<file path="src/rtl/serial_arith_pkg.sv">
// Package: serial_arith_pkg
// Purpose: shared types and constants for the bit-serial arithmetic block.
//   state_t          - FSM encoding (IDLE, RUN)
//   SERIAL_WIDTH_DEF - default operand width
package serial_arith_pkg;

  typedef enum logic [0:0] {
    IDLE = 1'b0,
    RUN  = 1'b1
  } state_t;

  localparam int SERIAL_WIDTH_DEF = 8;

endpackage : serial_arith_pkg

</file>
<file path="src/rtl/serial_adder_full_add1.sv">
// Module: full_add1
// Purpose: combinational one-bit full adder cell.
// Ports:
//   a, b, cin - input bits
//   s         - sum bit       (a ^ b ^ cin)
//   cout      - carry-out bit (majority of a, b, cin)
module full_add1 (
  input  logic a,
  input  logic b,
  input  logic cin,
  output logic s,
  output logic cout
);

  assign s    = a ^ b ^ cin;
  assign cout = (a & b) | (a & cin) | (b & cin);

endmodule : full_add1

</file>
<file path="src/rtl/serial_adder.sv">
// Module: serial_adder
// Purpose: bit-serial ripple adder. Adds two WIDTH-bit operands plus a
//   carry-in, LSB first, one bit per clock through a single full_add1 cell
//   and a carry flop. start/busy/done handshake; sum/cout are held between
//   operations and only ever update on completion.
// Ports:
//   clk, rst_n - rising-edge clock, asynchronous active-low reset
//   start      - request, sampled only while idle
//   a, b, cin  - operands and carry-in, captured on an accepted start
//   busy       - high while an operation is in progress
//   done       - one-cycle pulse when sum/cout update
//   sum, cout  - result and carry-out, held until the next completion
// Configuration:
//   SERIAL_SUB_EN - when defined, adds input 'sub'. With sub=1 the block
//   computes a - b - cin (cin acts as borrow-in, cout as borrow-out).
module serial_adder
  import serial_arith_pkg::*;
#(
  parameter int WIDTH = SERIAL_WIDTH_DEF,
  parameter int CNT_W = $clog2(WIDTH)
) (
  input  logic             clk,
  input  logic             rst_n,
`ifdef SERIAL_SUB_EN
  input  logic             sub,
`endif
  input  logic             start,
  input  logic [WIDTH-1:0] a,
  input  logic [WIDTH-1:0] b,
  input  logic             cin,
  output logic             busy,
  output logic             done,
  output logic [WIDTH-1:0] sum,
  output logic             cout
);

  localparam logic [CNT_W-1:0] CNT_ONE  = CNT_W'(1'b1);
  localparam logic [CNT_W-1:0] CNT_LAST = CNT_W'(WIDTH - 1);

  state_t             state_q, state_d;
  logic [WIDTH-1:0]   a_q, a_d;
  logic [WIDTH-1:0]   b_q, b_d;
  logic [WIDTH-1:0]   psum_q, psum_d;
  logic [CNT_W-1:0]   cnt_q, cnt_d;
  logic               carry_q, carry_d;
  logic [WIDTH-1:0]   sum_q, sum_d;
  logic               cout_q, cout_d;
  logic               done_q, done_d;
  logic               busy_q, busy_d;

  // Subtract mode select: the value presented at start, and the value
  // captured for the operation in flight.
  logic               sub_in_s;
  logic               sub_cur_s;

`ifdef SERIAL_SUB_EN
  logic               sub_q, sub_d;
  assign sub_in_s  = sub;
  assign sub_cur_s = sub_q;
`else
  assign sub_in_s  = 1'b0;
  assign sub_cur_s = 1'b0;
`endif

  // Subtraction is a + ~b + ~cin: invert b into the cell, invert the
  // initial carry, and invert the final carry to obtain the borrow.
  logic fa_b_s;
  logic fa_s_s;
  logic fa_cout_s;

  assign fa_b_s = b_q[0] ^ sub_cur_s;

  full_add1 u_fa (
    .a    (a_q[0]),
    .b    (fa_b_s),
    .cin  (carry_q),
    .s    (fa_s_s),
    .cout (fa_cout_s)
  );

  // Next-state, datapath shift and completion logic.
  always_comb begin
    state_d = state_q;
    a_d     = a_q;
    b_d     = b_q;
    psum_d  = psum_q;
    cnt_d   = cnt_q;
    carry_d = carry_q;
    sum_d   = sum_q;
    cout_d  = cout_q;
    done_d  = 1'b0;
    busy_d  = busy_q;
`ifdef SERIAL_SUB_EN
    sub_d   = sub_q;
`endif

    case (state_q)
      IDLE: begin
        if (start) begin
          a_d     = a;
          b_d     = b;
          carry_d = cin ^ sub_in_s;
          cnt_d   = {CNT_W{1'b0}};
          psum_d  = {WIDTH{1'b0}};
`ifdef SERIAL_SUB_EN
          sub_d   = sub;
`endif
          state_d = RUN;
          busy_d  = 1'b1;
        end else begin
          busy_d  = 1'b0;
        end
      end

      RUN: begin
        // Result bits enter at the MSB so bit 0 lands at position 0
        // after WIDTH shifts.
        a_d     = {1'b0, a_q[WIDTH-1:1]};
        b_d     = {1'b0, b_q[WIDTH-1:1]};
        psum_d  = {fa_s_s, psum_q[WIDTH-1:1]};
        carry_d = fa_cout_s;
        if (cnt_q == CNT_LAST) begin
          sum_d   = {fa_s_s, psum_q[WIDTH-1:1]};
          cout_d  = fa_cout_s ^ sub_cur_s;
          done_d  = 1'b1;
          state_d = IDLE;
          busy_d  = 1'b0;
        end else begin
          cnt_d   = cnt_q + CNT_ONE;
          busy_d  = 1'b1;
        end
      end

      default: begin
        state_d = IDLE;
        busy_d  = 1'b0;
      end
    endcase
  end

  // State, datapath and output registers.
  always_ff @(posedge clk or negedge rst_n) begin
    if (!rst_n) begin
      state_q <= IDLE;
      a_q     <= {WIDTH{1'b0}};
      b_q     <= {WIDTH{1'b0}};
      psum_q  <= {WIDTH{1'b0}};
      cnt_q   <= {CNT_W{1'b0}};
      carry_q <= 1'b0;
      sum_q   <= {WIDTH{1'b0}};
      cout_q  <= 1'b0;
      done_q  <= 1'b0;
      busy_q  <= 1'b0;
`ifdef SERIAL_SUB_EN
      sub_q   <= 1'b0;
`endif
    end else begin
      state_q <= state_d;
      a_q     <= a_d;
      b_q     <= b_d;
      psum_q  <= psum_d;
      cnt_q   <= cnt_d;
      carry_q <= carry_d;
      sum_q   <= sum_d;
      cout_q  <= cout_d;
      done_q  <= done_d;
      busy_q  <= busy_d;
`ifdef SERIAL_SUB_EN
      sub_q   <= sub_d;
`endif
    end
  end

  assign busy = busy_q;
  assign done = done_q;
  assign sum  = sum_q;
  assign cout = cout_q;

endmodule : serial_adder

</file>
<file path="config.mk">
export PLATFORM = sky130hd
export DESIGN_NAME = serial_adder
export DESIGN_NICKNAME = d
export VERILOG_FILES = /design/src/rtl/serial_arith_pkg.sv /design/src/rtl/serial_adder_full_add1.sv /design/src/rtl/serial_adder.sv
export SDC_FILE = /design/constraint.sdc
export NUM_CORES = 1
export LEC_CHECK = 0
export CORE_MARGIN = 1.5
export CORE_UTILIZATION = 50
export CTS_CLUSTER_DIAMETER = 30
export DETAILED_ROUTE_END_ITERATION = 16
export GPL_TIMING_DRIVEN = 1
export PLACE_DENSITY = 0.77
export SKIP_LAST_GASP = 1
export SYNTH_ARGS = -nofsm -noshare
export SYNTH_HDL_FRONTEND = slang
export SYNTH_HIERARCHICAL = 1
export SYNTH_SLANG_ARGS = --single-unit
</file>
<file path="constraint.sdc">
create_clock -name clk -period 2 [get_ports clk]
set_clock_uncertainty 0.1 [all_clocks]
set_input_delay 0.4 -clock clk [delete_from_list [all_inputs] [get_ports clk]]
set_output_delay 0.4 -clock clk [all_outputs]
set_load 0.05 [all_outputs]
</file>
==> impl_metrics.csv <==
group,metric,value,unit
routing,drtIter0Drc,14,
routing,drcViolationCount,0,
floorplan,start_util,0.533,
placed_design,port_buffers,30,
sta,setup_tns,0,ns
sta,tightest_slew,0.534,ns
cts,cts_setup_buffers,0,
cts,cts_sinks,38,
cts,cts_tree,"yes",
yosys,ys_warn_count,6,
floorplan,fp-row-count,20,
pwr,max-vdd-ir-drop,0.604,mV
yosys,synth_area_per_cell,12.2,um^2
cts,htree_levels,2,
cts,cts_buffers,5,
sta,rsz0062_at_grt,"false",
finish,stdcell_area,2080,um^2
sta,setup_viol,0,
yosys,yosys-top-cells-area,"dfrtp_1, mux2i_1, mux2_2",
routing,vias_per_cell,5.01,
critical_path,slowest_stage,"dfrtp_1",
global_route,grt_pass1_vias,1060,
routing,drt-total-wl,2840,um
routing,vias,1083,
yosys,yosysTopAreaCell,"dfrtp_1",
cts,clk_latency,0.34,ns
floorplan,die_w,60.5,um
routing,wl_per_cell,13.2,um
critical_path,crit_family,"flip-flops",
global_route,antenna_found_initial,0,
cts,clk_path_buf_depth,2,
floorplan,dieArea,3670,um^2
finish,antennaDiodeCount,0,
global_route,grt_usage,0.191,
critical_path,critPathKind,"reg -> out",
finish,drive_gt1_frac,0.157,
yosys,ys_seq_area_frac,0.574,
critical_path,arrival,1.24,ns
critical_path,critPathMaxStageDelay,0.69,ns
placed_design,dpl_cell_area,2020,um^2
critical_path,critPathMaxFanout,13,
job,cap_violations,0,
cts,clockRootBuffer,"clkbuf_4",
placed_design,gp_congestion,0.727,
yosys,synth.distinct_cells,18,
finish,fin_nets,194,
global_route,grt_pass1_wl,4950,um
hold_path,hold_path.class,"reg -> reg",
yosys,syn_inst,136,
cts,clk_pin_slew_worst_paths,0.11,ns
critical_path,cp.required,1.50,ns
sta,slew_headroom,0.644,
yosys,synth_top_area_frac,0.574,
critical_path,startpoint_type,"flip-flop",
sta,finalCritPeriodShare,0.872,
routing,ant_nets,0,
global_route,grt_max_degree,31,
yosys,synth-seq-cells,38,
placed_design,hpwl,2140,um
yosys,syn-cell-area,1660,um^2
global_route,overflow,0,
sta,hold_violations,0,
run_status,status,"completed",
floorplan,ioPinCount,31,
floorplan,die_h,60.5,um
critical_path,path_buf_inv,1,
routing,firstDrtPassIters,4,
floorplan,fp.coreArea,3100,um^2
finish,area_growth,25.5,%
yosys,syn-num-nets,159,
critical_path,crit_chain,"buf_12",
sta,fmax,0.573,GHz
pwr,p_leak,1.03,nW
sta,fin_crit,1.74,ns
pwr,power.density,1410,nW/um^2
critical_path,critPathCaptureType,"output port",
sta,final-max-slew-violation-count,0,
## state kept, by name, indices dropped and copies added (netlist names)
| register | flops |
|---|---|
| b_q | 8 |
| carry_q | 1 |
| sum | 8 |
| busy | 1 |
| psum_q | 7 |
| a_q | 8 |
| cnt_q | 3 |
| done | 1 |
| cout | 1 |
## cell families (layout without fill, tap and decap cells)
logic type               after synthesis  in the layout  share of synthesized area
buffers and inverters                 10             46                     0.0408
AND/OR/NAND/NOR                       30             30                     0.0824
XOR/XNOR                               1              1                    0.00529
multiplexers                          29             29                      0.184
flip-flops                            38             38                      0.574
adder cells (fa/ha/maj)                3              3                     0.0272
AO/OA/AOI/OAI                         25             25                     0.0862
## power by group
part | switching (mW) | total [mW] | internal, mW
sequential | 0.226 | 1.30 | 1.07
clock | 0.233 | 0.403 | 0.170
combinational | 0.694 | 1.24 | 0.544
## layout by cell type (no fill, tap or decap), drive strengths merged
cell           netlist  final
a21o                 1      1
a22o                 4      4
buf                  7      8
clkbuf               1      7
clkdlybuf4s50        0     18
clkinv               0      1
dfrtp               38     38
dlygate4sd2          0      8
dlygate4sd3          0      1
dlymetal6s2s         0      1
fa                   1      1
ha                   2      2
inv                  2      2
mux2                11     11
mux2i               18     18
nand2               21     21
nand2b               5      5
nor2                 3      3
nor3b                1      1
o21ai               20     20
xnor2                1      1
## cells in the mapped netlist (all sizes together)
cell    number
nor2         3
a21o         1
mux2i       18
nor3b        1
inv          2
xnor2        1
nand2b       5
mux2        11
clkbuf       1
fa           1
buf          7
nand2       21
o21ai       20
a22o         4
dfrtp       38
ha           2
## layout make-up
type                       count  area (um^2)
clock buffer                   7         55.1
sequential                    38          951
inverter                       2         7.51
tap                           44         55.1
fill                         267         1020
clock inverter                 1         5.00
timing repair buffer          36          368
multi-input combinational     88          637
## metal layers
layer / track usage / vias to the layer above / wire, um
met5: 0 / - / 0
met4: 0.0745 / 0 / 54
met3: 0.0640 / 5 / 167
met2: 0.331 / 26 / 1410
met1: 0.219 / 514 / 1210
li1: - / 538 / -
## timing repair
item,CTS,global route
hold endpoints to repair,19,0
resized for setup,8,1
hold buffers,1,0
endpoints found under the setup margin,8,1
## metrics by stage
| stage | util | setup WS, ns | hold WS (ns) | cells | total power, mW |
|---|---|---|---|---|---|
| 3_3_place_gp | 0.650 | 0.315 | 0.266 | 207 | 2.53 |
| 2_1_floorplan | - | 0.461 | 0.00441 | 136 | 2.21 |
| 6_report | 0.670 | 0.256 | 0.391 | 216 | 2.94 |
| 5_1_grt | 0.670 | 0.179 | 0.427 | 216 | 3.16 |
| 3_5_place_dp | 0.650 | 0.262 | 0.268 | 207 | 2.62 |
| 4_1_cts | 0.669 | 0.0215 | 0.395 | 216 | 2.97 |
## worst paths after layout
| check | from | end | slack (ns) | cells past startpoint |
|---|---|---|---|---|
| min | a_q[7] | a_q[6] | 0.39 | 2 |
| max reg2reg | cnt_q[0] | sum[5] | 0.35 | 4 |
| max in group asynchronous | rst_n | a_q[7] | 0.92 | 3 |
| max | busy | busy | 0.26 | 1 |
| min reg2reg | a_q[7] | a_q[6] | 0.39 | 2 |
| min in group asynchronous | rst_n | sum[2] | 0.43 | 2 |
Power figures use the tool's default switching activity.
